[src/rtl/sram_march_bist_pkg.sv]
// sram_march_bist_pkg: FSM states, march element indices and the per-element op table
package sram_march_bist_pkg;
  typedef enum logic [1:0] {S_IDLE, S_RUN, S_DRAIN, S_DONE} state_e;
  localparam logic [2:0] E0 = 3'd0;
  localparam logic [2:0] E1 = 3'd1;
  localparam logic [2:0] E2 = 3'd2;
  localparam logic [2:0] E3 = 3'd3;
  localparam logic [2:0] E4 = 3'd4;
  localparam logic [2:0] E5 = 3'd5;
  // has_rd: element starts with a read; has_wr: element ends with a write;
  // rd_pol: background expected by the read (the write uses the opposite one);
  // down: address sweep N-1..0
  typedef struct packed {
    logic has_rd;
    logic has_wr;
    logic rd_pol;
    logic down;
  } elem_cfg_t;
  function automatic elem_cfg_t elem_cfg(input logic [2:0] e);
    case (e)
      E0:      elem_cfg = '{has_rd: 1'b0, has_wr: 1'b1, rd_pol: 1'b1, down: 1'b0};
      E1:      elem_cfg = '{has_rd: 1'b1, has_wr: 1'b1, rd_pol: 1'b0, down: 1'b0};
      E2:      elem_cfg = '{has_rd: 1'b1, has_wr: 1'b1, rd_pol: 1'b1, down: 1'b0};
      E3:      elem_cfg = '{has_rd: 1'b1, has_wr: 1'b1, rd_pol: 1'b0, down: 1'b1};
      E4:      elem_cfg = '{has_rd: 1'b1, has_wr: 1'b1, rd_pol: 1'b1, down: 1'b1};
      default: elem_cfg = '{has_rd: 1'b1, has_wr: 1'b0, rd_pol: 1'b0, down: 1'b0};
    endcase
  endfunction
  function automatic logic op_is_rd(input elem_cfg_t c, input logic op);
    op_is_rd = c.has_rd && !op;
  endfunction
  function automatic logic op_pol(input elem_cfg_t c, input logic op);
    op_pol = op_is_rd(c, op) ? c.rd_pol : !c.rd_pol;
  endfunction
endpackage

[src/rtl/sram_march_bist_checker.sv]
// sram_march_bist_checker: read-latency pipe, comparator, first-fail capture, saturating error count
//   clk_i/rst_i  clock, sync active-high reset
//   clr_i        clear results (test start); flush_i drops in-flight reads (abort)
//   push_i       a read is on the port this cycle, with exp_i/addr_i/elem_i describing it
//   dout_i       macro read data; empty_o no reads in flight
//   fail_o/fail_addr_o/fail_elem_o/err_count_o  results
module sram_march_bist_checker #(
  parameter int ADDR_WIDTH   = 8,
  parameter int DATA_WIDTH   = 32,
  parameter int READ_LATENCY = 1,
  parameter int ERR_WIDTH    = 16
) (
  input  logic                  clk_i,
  input  logic                  rst_i,
  input  logic                  clr_i,
  input  logic                  flush_i,
  input  logic                  push_i,
  input  logic [DATA_WIDTH-1:0] exp_i,
  input  logic [ADDR_WIDTH-1:0] addr_i,
  input  logic [2:0]            elem_i,
  input  logic [DATA_WIDTH-1:0] dout_i,
  output logic                  empty_o,
  output logic                  fail_o,
  output logic [ADDR_WIDTH-1:0] fail_addr_o,
  output logic [2:0]            fail_elem_o,
  output logic [ERR_WIDTH-1:0]  err_count_o
);
  localparam int RL = READ_LATENCY;
  logic [RL-1:0] vld_q;
  logic [DATA_WIDTH-1:0] exp_q [RL];
  logic [ADDR_WIDTH-1:0] addr_q [RL];
  logic [2:0] elem_q [RL];
  logic miss;
  // The macro samples a read on the edge after it is driven, so the pipe is
  // loaded on that edge and its tail lines up with valid dout_i.
  assign miss = vld_q[RL-1] && !flush_i && (dout_i != exp_q[RL-1]);
  assign empty_o = ~|vld_q;
  always_ff @(posedge clk_i) begin
    if (rst_i || flush_i) vld_q <= '0;
    else begin
      vld_q[0] <= push_i;
      for (int i = 1; i < RL; i++) vld_q[i] <= vld_q[i-1];
    end
  end
  always_ff @(posedge clk_i) begin
    exp_q[0] <= exp_i;
    addr_q[0] <= addr_i;
    elem_q[0] <= elem_i;
    for (int i = 1; i < RL; i++) begin
      exp_q[i] <= exp_q[i-1];
      addr_q[i] <= addr_q[i-1];
      elem_q[i] <= elem_q[i-1];
    end
  end
  always_ff @(posedge clk_i) begin
    if (rst_i || clr_i) begin
      fail_o <= 1'b0;
      fail_addr_o <= '0;
      fail_elem_o <= '0;
      err_count_o <= '0;
    end else if (miss) begin
      if (err_count_o != '1) err_count_o <= err_count_o + 1'b1;
      if (!fail_o) begin
        fail_o <= 1'b1;
        fail_addr_o <= addr_q[RL-1];
        fail_elem_o <= elem_q[RL-1];
      end
    end
  end
endmodule

[src/rtl/sram_march_bist.sv]
// sram_march_bist: March C- self-test sequencer driving one OpenRAM 1RW port
//   wb_clk_i/wb_rst_i  clock, sync active-high reset
//   start_i/abort_i    start (IDLE/DONE only), abort (abort wins)
//   pattern_i          background 0, latched at start
//   csb0_o/web0_o/wmask0_o/addr0_o/din0_o/dout0_i  macro port
//   busy_o/done_o/fail_o/fail_addr_o/fail_elem_o/err_count_o  status and results
module sram_march_bist
  import sram_march_bist_pkg::*;
#(
  parameter int ADDR_WIDTH   = 8,
  parameter int DATA_WIDTH   = 32,
  parameter int WMASK_WIDTH  = DATA_WIDTH/8,
  parameter int READ_LATENCY = 1,
  parameter int ERR_WIDTH    = 16
) (
  input  logic                   wb_clk_i,
  input  logic                   wb_rst_i,
  input  logic                   start_i,
  input  logic                   abort_i,
  input  logic [DATA_WIDTH-1:0]  pattern_i,
  output logic                   csb0_o,
  output logic                   web0_o,
  output logic [WMASK_WIDTH-1:0] wmask0_o,
  output logic [ADDR_WIDTH-1:0]  addr0_o,
  output logic [DATA_WIDTH-1:0]  din0_o,
  input  logic [DATA_WIDTH-1:0]  dout0_i,
  output logic                   busy_o,
  output logic                   done_o,
  output logic                   fail_o,
  output logic [ADDR_WIDTH-1:0]  fail_addr_o,
  output logic [2:0]             fail_elem_o,
  output logic [ERR_WIDTH-1:0]   err_count_o
);
  state_e state_q, state_d;
  logic [2:0] elem_q, elem_d;
  logic op_q, op_d;
  logic [ADDR_WIDTH-1:0] addr_q, addr_d;
  logic [DATA_WIDTH-1:0] pat_q, pat_d, din_q, din_d;
  logic [WMASK_WIDTH-1:0] wmask_q, wmask_d;
  logic csb_q, csb_d, web_q, web_d, busy_q, busy_d, done_q, done_d;
  elem_cfg_t cfg, ncfg;
  logic active, start, abort, last_op, at_end, run_d, wr_d, pipe_empty, push;
  logic [DATA_WIDTH-1:0] exp_data;
  assign cfg = elem_cfg(elem_q);
  assign active = state_q == S_RUN || state_q == S_DRAIN;
  assign abort = active && abort_i;
  assign start = !active && start_i && !abort_i;
  assign last_op = !(cfg.has_rd && cfg.has_wr) || op_q;
  assign at_end = cfg.down ? addr_q == '0 : &addr_q;
  // Counters describe the op currently on the port; port registers are loaded
  // from the next-state counters so every output stays registered.
  always_comb begin
    state_d = state_q;
    elem_d = elem_q;
    op_d = op_q;
    addr_d = addr_q;
    pat_d = pat_q;
    if (abort) state_d = S_IDLE;
    else if (start) begin
      state_d = S_RUN;
      elem_d = E0;
      op_d = 1'b0;
      addr_d = '0;
      pat_d = pattern_i;
    end else if (state_q == S_RUN && !last_op) op_d = 1'b1;
    else if (state_q == S_RUN && !at_end) begin
      op_d = 1'b0;
      addr_d = cfg.down ? addr_q - 1'b1 : addr_q + 1'b1;
    end else if (state_q == S_RUN && elem_q == E5) begin
      op_d = 1'b0;
      state_d = S_DRAIN;
    end else if (state_q == S_RUN) begin
      op_d = 1'b0;
      elem_d = elem_q + 3'd1;
      addr_d = elem_cfg(elem_q + 3'd1).down ? '1 : '0;
    end else if (state_q == S_DRAIN && pipe_empty) state_d = S_DONE;
    ncfg = elem_cfg(elem_d);
    run_d = state_d == S_RUN;
    wr_d = run_d && !op_is_rd(ncfg, op_d);
    csb_d = !run_d;
    web_d = !wr_d;
    wmask_d = {WMASK_WIDTH{wr_d}};
    din_d = !wr_d ? '0 : op_pol(ncfg, op_d) ? ~pat_d : pat_d;
    busy_d = run_d || state_d == S_DRAIN;
    done_d = state_d == S_DONE;
  end
  always_ff @(posedge wb_clk_i) begin
    if (wb_rst_i) begin
      state_q <= S_IDLE;
      elem_q <= E0;
      op_q <= 1'b0;
      addr_q <= '0;
      pat_q <= '0;
      din_q <= '0;
      wmask_q <= '0;
      csb_q <= 1'b1;
      web_q <= 1'b1;
      busy_q <= 1'b0;
      done_q <= 1'b0;
    end else begin
      state_q <= state_d;
      elem_q <= elem_d;
      op_q <= op_d;
      addr_q <= addr_d;
      pat_q <= pat_d;
      din_q <= din_d;
      wmask_q <= wmask_d;
      csb_q <= csb_d;
      web_q <= web_d;
      busy_q <= busy_d;
      done_q <= done_d;
    end
  end
  assign push = state_q == S_RUN && !csb_q && web_q;
  assign exp_data = op_pol(cfg, op_q) ? ~pat_q : pat_q;
  sram_march_bist_checker #(
    .ADDR_WIDTH(ADDR_WIDTH),
    .DATA_WIDTH(DATA_WIDTH),
    .READ_LATENCY(READ_LATENCY),
    .ERR_WIDTH(ERR_WIDTH)
  ) u_checker (
    .clk_i(wb_clk_i),
    .rst_i(wb_rst_i),
    .clr_i(start),
    .flush_i(abort),
    .push_i(push),
    .exp_i(exp_data),
    .addr_i(addr_q),
    .elem_i(elem_q),
    .dout_i(dout0_i),
    .empty_o(pipe_empty),
    .fail_o(fail_o),
    .fail_addr_o(fail_addr_o),
    .fail_elem_o(fail_elem_o),
    .err_count_o(err_count_o)
  );
  assign csb0_o = csb_q;
  assign web0_o = web_q;
  assign wmask0_o = wmask_q;
  assign addr0_o = addr_q;
  assign din0_o = din_q;
  assign busy_o = busy_q;
  assign done_o = done_q;
endmodule

[config.mk]
export PLATFORM = sky130hd
export DESIGN_NAME = sram_march_bist
export DESIGN_NICKNAME = d
export VERILOG_FILES = /design/src/rtl/sram_march_bist_pkg.sv /design/src/rtl/sram_march_bist_checker.sv /design/src/rtl/sram_march_bist.sv
export SDC_FILE = /design/constraint.sdc
export NUM_CORES = 1
export LEC_CHECK = 0
export CELL_PAD_IN_SITES_DETAIL_PLACEMENT = 1
export CELL_PAD_IN_SITES_GLOBAL_PLACEMENT = 1
export CORE_ASPECT_RATIO = 1.1
export CORE_MARGIN = 2
export CORE_UTILIZATION = 43
export CTS_BUF_LIST = sky130_fd_sc_hd__clkbuf_4 sky130_fd_sc_hd__clkbuf_8 sky130_fd_sc_hd__clkbuf_16
export CTS_CLUSTER_SIZE = 40
export DETAILED_ROUTE_END_ITERATION = 10
export DONT_BUFFER_PORTS = 1
export PLACE_DENSITY_LB_ADDON = 0.1
export SKIP_CTS_REPAIR_TIMING = 1
export SLEW_MARGIN = 5
export SYNTH_ARGS = -nofsm -noshare
export SYNTH_HDL_FRONTEND = slang
export SYNTH_SLANG_ARGS = --single-unit
[constraint.sdc]
create_clock -name wb_clk_i -period 3.25 [get_ports wb_clk_i]
set_input_delay 0.1625 -clock wb_clk_i [delete_from_list [all_inputs] [get_ports wb_clk_i]]
set_output_delay 0.1625 -clock wb_clk_i [all_outputs]
set_load 0.02 [all_outputs]
* Word-level counts from Yosys, hierarchy flattened
Memory sizes are Yosys's and may differ from the RTL's. A register that Yosys moved wholly into a read port is not among the register bits. Index checks and enable logic that the tools add are counted.
Storage, ports and cells: register bits after elaboration 101, bits in writable memories 43, output and inout port bits 76, logic and storage cells 135, memories kept 3
Memories:
- u_checker.exp_q | words 1, bits a word 32, rd ports 1, clocked after Yosys merged registers in 0, wr ports 1, RTL line sram_march_bist_checker.sv:30 | logic [DATA_WIDTH-1:0] exp_q [RL];
- u_checker.addr_q | words 1, bits a word 8, rd ports 1, clocked after Yosys merged registers in 1, wr ports 1, RTL line sram_march_bist_checker.sv:31 | logic [ADDR_WIDTH-1:0] addr_q [RL];
- u_checker.elem_q | words 1, bits a word 3, rd ports 1, clocked after Yosys merged registers in 1, wr ports 1, RTL line sram_march_bist_checker.sv:32 | logic [2:0] elem_q [RL];
Operators by class: add/sub/neg operators 4, eq/ne operators 22, muxes and demuxes 42, bitwise logic cells 5, reductions and logical operators 45
Operators by type and width (number):
- 2-to-1 mux 32 bit | 4
- inverter 32 bit | 2
- 2-to-1 mux 8 bit | 7
- case mux 4 bit (5 select lines) | 2
- inequality test 32 bit | 1
- == test 3 x 2 -> 1 bit (second input constant) | 6
- 2-to-1 mux 3 bit | 6
- adder 16 x 1 -> 16 bit (second input constant) | 1
- inequality test 16 bit (second input constant) | 1
- logical AND 1 bit | 15
- zero test 1 bit | 15
- 2-to-1 mux 1 bit | 15
- 2-to-1 mux 2 bit | 7
- == test 3 bit (second input constant) | 4
- == test 3 x 1 -> 1 bit (second input constant) | 3
- zero test 3 bit | 3
- adder 8 x 1 -> 8 bit (second input constant) | 1
- zero test 8 bit | 1
- AND reduction 8 bit | 1
- subtractor 8 x 1 -> 8 bit (second input constant) | 1
- == test 2 bit (second input constant) | 3
- logical OR 1 bit | 5
- case mux 1 bit (5 select lines) | 1
- == test 2 x 1 -> 1 bit (second input constant) | 2
- other kinds (8) | 11

* Depth between registers and ports, before layout
Gate-level depths: netlist of run 1.
depth in word-level cells 17, depth in mapped cells 14

* By module
Synthesis of run 1 repeated with hierarchy kept, for this count alone.
Second synthesis, totals: cell total of the unflattened synthesis 643, area total of the unflattened synthesis 6541.3 µm²
By module, submodules not included:
- sram_march_bist | instances 1, cells an instance 390, area an instance 3933.8 µm², sequential area each 1661.6 µm²
- sram_march_bist_checker | instances 1, cells an instance 253, area an instance 2607.5 µm², sequential area each 1441.4 µm²

* Worst setup path before layout of run 1
Ideal clock, no wire load.
kind register to register, start point reg elem_q[0], end point reg din_q[10], in the netlist din0_o[10], setup time 128 ps, arrival 2965 ps, required time 3122 ps, slack 158 ps, stages on the path, launching flop included 12, path buffers 1, cells stage by stage dfxtp_1 -> inv_1 -> ha_1 -> mux2_4 -> or3_4 -> a2111oi_2 -> o211ai_1 -> mux2i_1 -> a211oi_4 -> buf_8 -> xnor2_1 -> nor2_1
On the way: longest elaborated chain between the ends 17, elaborated cells on any way between the ends 49, those cells by class 1 x add/sub; 10 x eq/ne; 21 x mux; 1 x bitwise; 16 x reduce/logical
Ends and longest elaborated chain:
- from (decl) | RTL line sram_march_bist.sv:35 | logic [2:0] elem_q, elem_d;
- from (signal assigned) | RTL line sram_march_bist.sv:102 | elem_q <= elem_d;
- == test 3 bit, or another cell as far along | RTL line sram_march_bist_pkg.sv:20 | case (e)
- case mux 4 bit (5 select lines) | RTL line sram_march_bist_pkg.sv:20
- logical AND 1 bit | RTL line sram_march_bist.sv:48 | assign last_op = !(cfg.has_rd && cfg.has_wr) || op_q;
- zero test 1 bit | RTL line sram_march_bist.sv:48
- logical OR 1 bit | RTL line sram_march_bist.sv:48
- zero test 1 bit | RTL line sram_march_bist.sv:65 | end else if (state_q == S_RUN && !last_op) op_d = 1'b1;
- logical AND 1 bit | RTL line sram_march_bist.sv:65
- 2-to-1 mux 3 bit | RTL line sram_march_bist.sv:65
- 2-to-1 mux 3 bit | RTL line sram_march_bist.sv:59 | else if (start) begin
- 2-to-1 mux 3 bit | RTL line sram_march_bist.sv:58 | if (abort) state_d = S_IDLE;
- == test 3 bit, or another cell as far along | RTL line sram_march_bist_pkg.sv:20
- case mux 4 bit (5 select lines) | RTL line sram_march_bist_pkg.sv:20
- logical AND 1 bit | RTL line sram_march_bist_pkg.sv:30 | op_is_rd = c.has_rd && !op;
- zero test 1 bit | RTL line sram_march_bist.sv:79 | wr_d = run_d && !op_is_rd(ncfg, op_d);
- logical AND 1 bit | RTL line sram_march_bist.sv:79
- inverter 1 bit (no source line)
- OR reduction 2 bit (no source line)
- to (signal assigned) | RTL line sram_march_bist.sv:106 | din_q <= din_d;
- to (decl) | RTL line sram_march_bist.sv:38 | logic [DATA_WIDTH-1:0] pat_q, pat_d, din_q, din_d;
Parallel ways exist; a longest one is shown, timed or not. A chain may end at the register's enable or synchronous reset.

* Worst setup path in the final report of run 1
start point reg elem_q[0], end point reg din_q[29], in the netlist din0_o[29]
The elaborated chain is that of the path after synthesis.

==> results of run 1 <==
per-layer routing:
layer,GRT usage,routed length (um)
met4,0.06654,226
met5,0,0
met2,0.3516,8357
met1,0.2288,6761
met3,0.08348,1210
logic make-up (layout without fill, tap and decap cells):
family	count (synthesis)	count (layout)
and+or+nand+nor	196	196
DFF	155	155
xor gates and xnor gates	115	115
AOI/OAI and AO/OA	54	54
buffers and inverters	48	106
muxes	46	46
adders and majority gates	16	16
layout make-up:
class                           instances  area [um^2]
Clock buffer                           20        460.4
Clock inverter                         12        161.4
Fill cell                            1616         6807
Inverter                               18        67.56
Multi-Input combinational cell        427         3102
Sequential cell                       155         3108
Tap cell                              192        240.2
Timing Repair Buffer                   56        558.0
sequential cells by signal, summed over array words and instances (netlist names):
register	count
state_q	2
u_checker.elem_q	3
busy_o	1
elem_q	3
pat_q	32
addr0_o	8
u_checker.exp_q	32
din0_o	32
u_checker.vld_q	1
u_checker.fail_addr_o	8
op_q	1
u_checker.addr_q	8
u_checker.fail_elem_o	3
web0_o	1
u_checker.fail_o	1
wmask0_o	1
csb0_o	1
done_o	1
u_checker.err_count_o	16
placed cells by master, fill, tap and decap left out, types with 2 or more instances in the layout:
cell type	instances
and2_1	2
o21ai_0	12
buf_4	20
nor3b_1	2
inv_1	18
xnor2_1	79
nor2b_1	9
a22oi_1	2
inv_6	3
nor4_1	12
o211ai_1	4
ha_1	15
nor4b_1	7
dfxtp_1	153
bufinv_16	3
a21o_1	3
nand3b_1	2
nor3_1	4
xor2_1	35
o2111ai_1	2
and3_1	3
nor2_1	105
nand2_1	21
a21oi_1	13
nand2b_1	5
clkbuf_16	17
clkinvlp_4	3
dlygate4sd3_1	32
clkinv_4	2
clkbuf_8	2
or3_1	2
nand3_1	7
mux2i_1	44
a2111oi_4	3
buf_12	3
nand4_1	8
worst register-to-register path, delay by kind of cell, from the launching register on:
| kind | cells | cell delay, ns |
|---|---|---|
| DFF | 1 | 0.35 |
| and+or+nand+nor | 4 | 0.64 |
| adders and majority gates | 1 | 0.26 |
| AOI/OAI and AO/OA | 3 | 0.78 |
| xor gates and xnor gates | 1 | 0.30 |
| buffers and inverters | 4 | 0.71 |
worst paths after layout:
kind,cells after the start,end,start
worst min-delay path,2,pat_q[25],wb_rst_i
worst min register to register,0,u_checker.addr_q[0][0],addr0_o[0]
worst max register to register,13,din0_o[29],elem_q[0]
worst max-delay path,13,din0_o[29],elem_q[0]
stage by stage:
step	setup slack, ns	instance area [um^2]	TNS, ns	hold WS (ns)	util
4_1_cts	0.06737	7310	0	-0.2076	0.5040
2_1_floorplan	0.1577	6390	0	0.3446	-
3_3_place_gp	0.1642	6688	0	0.2397	0.4611
5_1_grt	-0.03985	7697	-0.03985	0.08294	0.5307
3_5_place_dp	0.09305	6688	0	0.2416	0.4611
6_report	0.1079	7697	0	0.08113	0.5307
power by group:
part / internal, mW / switching [mW] / total [mW] / leakage, nW
Combinational: 0.129 / 0.146 / 0.275 / 1.55
Clock: 1.27 / 0.794 / 2.06 / 0.297
Sequential: 1.96 / 0.0577 / 2.02 / 1.26
Total: 3.35 / 0.998 / 4.35 / 3.10
==> impl_results.md, run 1 <==
- Worst hold path type: in -> reg
- Design Power: roughly 4.4 mW
- Chip width: between 100 and 150 um
- Status: finished clean
- Synth Area in XOR/XNOR: 0.1576
- Pre-Repair DR Iteration Count: 4
- DRC viols: 0
- Post-route clock period utilization: 0.9668
- Critical Path Max Stage Delay: about 0.37 ns
- CP most frequent cell: buf_4
- Slowest library cell on the worst path: a311oi_4
- Adder-cell area share of the yosys netlist: 0.03250
- Worst-Skew Late Latency: around 0.42 ns
- Clock buffer count from CTS: 17
- Final count of hold timing violations: 0
- I/O Buffers: 0
- Synth warn: 0
- Top-count cell post-synth: dfxtp_1
- Die ar.: 15,850 um^2
- First-pass GRT wire length: around 25,000 um
- Number of global-route vias before repair: 4,586
- Initial DRC count: roughly 150
- Finished Layout Cells: 880
- Main combinational cell family by area after synthesis: XOR/XNOR gates
- WL final: 16,560 um
- Synth top area share: 0.4856
- Total GRT Usage: 0.2042
- Flop-to-flop setup slack: approximately 0.11 ns
- Initial antenna violation count: 0
- Synth Register Bits: approximately 160
- Max Cap Viol: 0
- Clock Sinks: 155
- Synth cell count leaders: dfxtp_1, nor2_1, xnor2_1
- Mapped cell area: approximately 6400 um^2
- Final Wtd Congestion: between 0.8 and 0.9
- Worst-Margin Slew: between 1 and 1.5 ns
- Dpl cells: 815
- Antenna viol nets, final: 0
- Root buffer cell: clkbuf_16
- Num rows: 46
- Post-layout nets: between 700 and 800
- Core box area: roughly 15,000 um^2
- WP data arrival: ~3.5 ns
- Max VDD drop: roughly 360 uV
- EDFF count, synth: 0
- Chip Height: about 130 um
- Min Tclk post-route: about 3.1 ns
- Post-synth cell types: 57
- Max Freq: 0.3183 GHz
- Leak: roughly 3.1 nW
- Crit path buf inv count: 4
- FFs w/ async S/R, synth: 0
- Cell area power density: about 570 nW/um^2
- Worst path top cell family by delay: compound AO/OA/AOI/OAI gates
- Initial Util: 0.4406
- Simple-gate area share of the yosys netlist: 0.1478
- Fin. max-slew vios: 0
- DP HPWL: between 10,000 and 15,000 um
- Congestion Overflow GR: 0
- Largest net degree at the start of global routing: 52
- N_diodes: 0
- Synth area leader: dfxtp_1
- Detailed-route via count: about 4,500
- Ratio of cells with drive above 1 in the final layout: 0.1090
- Clock Skew: roughly 0.013 ns
- Via density: between 5 and 6
- IO Count: approximately 140
- Clock tree buffer depth: 2
- Critical Path End Type: flip-flop
- Max_slew headroom: 0.2370
- Syn avg cell area: just over 10 um^2
- WS Path Type: reg -> reg
- Ranking of synthesized cells by area: dfxtp_1, xnor2_1, mux2i_1
- Final setup viols: 0
- Mux cell area share after synthesis: 0.07304
- Required time of the critical path: ~3.6 ns
- H-tree Lvls: 4
- Reg clk slew, reported paths: ~0.06 ns
- Post-synth top flop: dfxtp_1
- Area growth, synth to finish: 20.46%
- Syn Inst Count: 630
- Seq/Total Area, Yosys: 0.4856
- Worst-path cell chain: buf_4 > ha_1 > nor4_1 > buf_4 > nor3_4 > buf_4 > a2111oi_4 > nand3b_1 > a311oi_4 > a211oi_4 > buf_12 > xnor2_1 > nor2_1
- CP Launch Type: flip-flop
- Synth Net Count: roughly 710
- Post-synthesis compound-gate area fraction: 0.06677
- CTS tree: yes
- CP Max Fanout: 28
- Drt wl/cell: 18.81 um
Note: power is estimated with default switching activity, not from simulation.
==> inputs of run 2 (changes only) <==
--- a/config.mk
+++ b/config.mk
@@ -9,14 +9,17 @@
 export CELL_PAD_IN_SITES_GLOBAL_PLACEMENT = 1
 export CORE_ASPECT_RATIO = 1.1
 export CORE_MARGIN = 2
-export CORE_UTILIZATION = 43
+export CORE_UTILIZATION = 44
 export CTS_BUF_LIST = sky130_fd_sc_hd__clkbuf_4 sky130_fd_sc_hd__clkbuf_8 sky130_fd_sc_hd__clkbuf_16
 export CTS_CLUSTER_SIZE = 40
 export DETAILED_ROUTE_END_ITERATION = 10
 export DONT_BUFFER_PORTS = 1
 export PLACE_DENSITY_LB_ADDON = 0.1
+export RECOVER_POWER = 50
 export SKIP_CTS_REPAIR_TIMING = 1
 export SLEW_MARGIN = 5
 export SYNTH_ARGS = -nofsm -noshare
 export SYNTH_HDL_FRONTEND = slang
+export SYNTH_HIERARCHICAL = 1
 export SYNTH_SLANG_ARGS = --single-unit
+export TNS_END_PERCENT = 20
==> impl_results.md, run 2 <==
- Min Tclk post-route: 3.096 ns (-0.04583 ns)
- H-tree Lvls: 4 (unchanged)
- Initial Util: 0.4510 (+0.01044)
- Number of global-route vias before repair: 4,998 (+9.0%)
- Final Cell Area: 7999 um^2 (+3.9%)
- Setup ws final: 0.1537 ns (+0.04583 ns)
- Post-synthesis compound-gate area fraction: 0.1148 (+0.04800)
- Fin. max-slew vios: 0 (unchanged)
- Worst r2r path cells: 7 (-6)
- Seq/Total Area, Yosys: 0.4744 (-0.01124)
- Cell area power density: 556.2 nW/um^2 (-1.6%)
- Mapped cell area: 6541 um^2 (+2.4%)
- WL final: 17,360 um (+4.8%)
- Synth Area in XOR/XNOR: 0.1058 (-0.05185)
- Simple-gate area share of the yosys netlist: 0.1406 (-0.007247)
- Ratio of cells with drive above 1 in the final layout: 0.1215 (+0.01254)
- N_diodes: 0 (unchanged)
- Adder-cell area share of the yosys netlist: 0.03175 (-0.0007523)
- Flop-to-flop setup slack: 0.15 ns (+0.05 ns)
- Die ar.: 15,860 um^2 (about the same)
- CP Max Fanout: 32 (+14%)
- Syn Inst Count: 643 (+2.1%)
- Total GRT Usage: 0.2125 (+0.008267)
- Clock Skew: 0.007964 ns (-0.005285 ns)
- Main combinational cell family by area after synthesis: simple AND/OR/NAND/NOR gates
- Synth Register Bits: 155 (unchanged)
- Congestion Overflow GR: 0 (unchanged)
- Worst Hold Launch: wb_rst_i
- Status: finished with violations
- DP HPWL: 11,610 um (+0.29%)
- Pre-Repair DR Iteration Count: 4 (unchanged)
- Slowest library cell on the worst path: clkbuf_2
- Dpl cells: 824 (+1.1%)
- Antenna viol nets, final: 0 (unchanged)
- Final setup viols: 0 (unchanged)
- Area growth, synth to finish: 22.28%
- Final count of hold timing violations: 8 (+8)
- Setup crit start: state_q[0]
- Clock tree buffer depth: 2 (unchanged)
- I/O Buffers: 0 (unchanged)
- Finished Layout Cells: 916 (+4.1%)
- Max Cap Viol: 0 (unchanged)
- Reg clk slew, reported paths: 0.07 ns (about the same)
- Failing checks: negative hold slack
- Synth cell count leaders: dfxtp_1, mux2i_1, nor2_1
- Mux cell area share after synthesis: 0.09181 (+0.01878)
- Root buffer cell: clkbuf_16
- WS Path Type: reg -> reg
- Clock Sinks: 155 (unchanged)
- Placed cell area: 6788 um^2 (+1.5%)
- Initial DRC count: 211 (+43%)
- Critical Path Max Stage Delay: 0.91 ns (+0.54 ns)
- Reg-to-reg startpoint: state_q[0]
- Hold Path Cell Cnt: 1 (-1)
- Hold WS: -0.1815 ns (-0.2627 ns)
- Post-layout nets: 795 (+4.7%)
- WP data arrival: 3.40 ns (-0.05 ns)
- Most frequent cells in the layout: dfxtp_1, dlygate4sd3_1, mux2i_1
- Worst min-delay path endpoint: addr0_o[4]
- Leak: 3.405 nW (+9.7%)
- Clock buffer count from CTS: 17 (unchanged)
- Post-synth top flop: dfxtp_1
- Max_slew headroom: 0.2336 (-0.003400)
- DRC viols: 0 (unchanged)
- Max Freq: 0.3230 GHz (+1.5%)
- Num rows: 46 (unchanged)
- Top-count cell post-synth: dfxtp_1
- Chip Height: 131.9 um (about the same)
- Core box area: 14,500 um^2 (unchanged)
- Dpl ws: -0.1796 ns (-0.2726 ns)
- Ranking of synthesized cells by area: dfxtp_1, mux2i_1, xor2_1
- Drt wl/cell: 18.95 um (+0.71%)
- Chip width: 120.3 um (about the same)
- Detailed-route via count: 4,892 (+9.4%)
- Worst-Skew Late Latency: 0.42 ns (about the same)
- IO Count: 144 (unchanged)
- FFs w/ async S/R, synth: 0 (unchanged)
- Post-synth cell types: 67 (+18%)
- Synth area leader: dfxtp_1
- Final Wtd Congestion: 0.8409 (-3.5%)
- Syn avg cell area: 10.17 um^2 (+0.30%)
- Synth top area share: 0.4744 (-0.01124)
- Synth Net Count: 727 (+1.8%)
- Largest net degree at the start of global routing: 54 (+3.8%)
- Worst-Margin Slew: 1.150 ns (+0.009314 ns)
- Worst-path cell chain: inv_1 > ha_1 > nand3b_1 > clkbuf_2 > mux2i_1 > nor2_1 > dlygate4sd3_1
- Critical Path End Type: flip-flop
- First-pass GRT wire length: 26,580 um (+6.3%)
- CP Launch Type: flip-flop
- Max VDD drop: 346.2 uV (-2.8%)
- FF-to-FF End: pat_q[30]
- Initial antenna violation count: 0 (unchanged)
- Via density: 5.341 (+5.1%)
- EDFF count, synth: 0 (unchanged)
- Required time of the critical path: 3.56 ns (about the same)
- CTS tree: yes
- Post-route clock period utilization: 0.9527 (-0.01410)
- Synth warn: 6 (+6)
- Worst hold path type: in -> reg
- Commonest non-fill, non-tap cell in the layout: dfxtp_1
## run 2: per-layer routing
layer  GRT usage  vias to the layer above  wire length [um]
met5           0                        -                 0
met4     0.06008                        0               212
met3     0.08737                       16              1252
met2      0.3693                      104              8926
met1      0.2387                     2398              6963
li1            -                     2374                 -
## run 2: worst max-delay path by stage
| stage | slack (ns) | depth (start not counted) | to |
|---|---|---|---|
| 2_1_floorplan | 0.21 | 15 | din0_o[12] |
| 3_3_place_gp | 0.03 | 14 | din0_o[13] |
| 3_5_place_dp | -0.18 | 14 | din0_o[25] |
| 4_1_cts | -0.23 | 14 | din0_o[21] |
| 5_1_grt | -0.03 | 7 | pat_q[30] |
| 6_report | 0.15 | 7 | pat_q[30] |
## run 2: worst max-delay path, delay by kind of cell, from the launching register on
| kind | cells | cell delay [ns] |
|---|---|---|
| mux | 1 | 0.45 |
| buf+inv | 3 | 1.53 |
| fa+ha+maj | 1 | 0.30 |
| simple gates | 2 | 0.32 |
| flops | 1 | 0.35 |
## run 2: cells by family (layout without fill, tap and decap cells)
kind of cell    Yosys count  count (layout)
compound gates          117             117
xor+xnor                 79              79
simple gates            166             166
buf+inv                  51             132
mux                      59              59
fa+ha+maj                16              16
flops                   155             155
## run 2: layout make-up
cell class                      instances  area (um^2)
Clock buffer                           19        446.7
Clock inverter                         13        178.9
Timing Repair Buffer                   84        738.2
Sequential cell                       155         3104
Inverter                               16        65.06
Tap cell                              192        240.2
Multi-Input combinational cell        437         3226
Fill cell                            1623         6505
## run 2: power by group
group / switching (mW) / internal [mW] / leakage [nW]
Sequential: 0.0658 / 1.97 / 1.26
Combinational: 0.160 / 0.152 / 1.83
Clock: 0.843 / 1.26 / 0.310
Total: 1.07 / 3.38 / 3.40
## run 2: metrics by stage
stage          power [mW]  TNS, ns  hold slack [ns]  utilization
2_1_floorplan       2.277        0           0.2386            -
3_3_place_gp        2.330        0           0.2377       0.4680
3_5_place_dp        2.339   -3.072           0.2398       0.4680
4_1_cts             4.449   -3.904          -0.2129       0.5111
5_1_grt             4.609  -0.1326          -0.1996       0.5515
6_report            4.449        0          -0.1815       0.5515
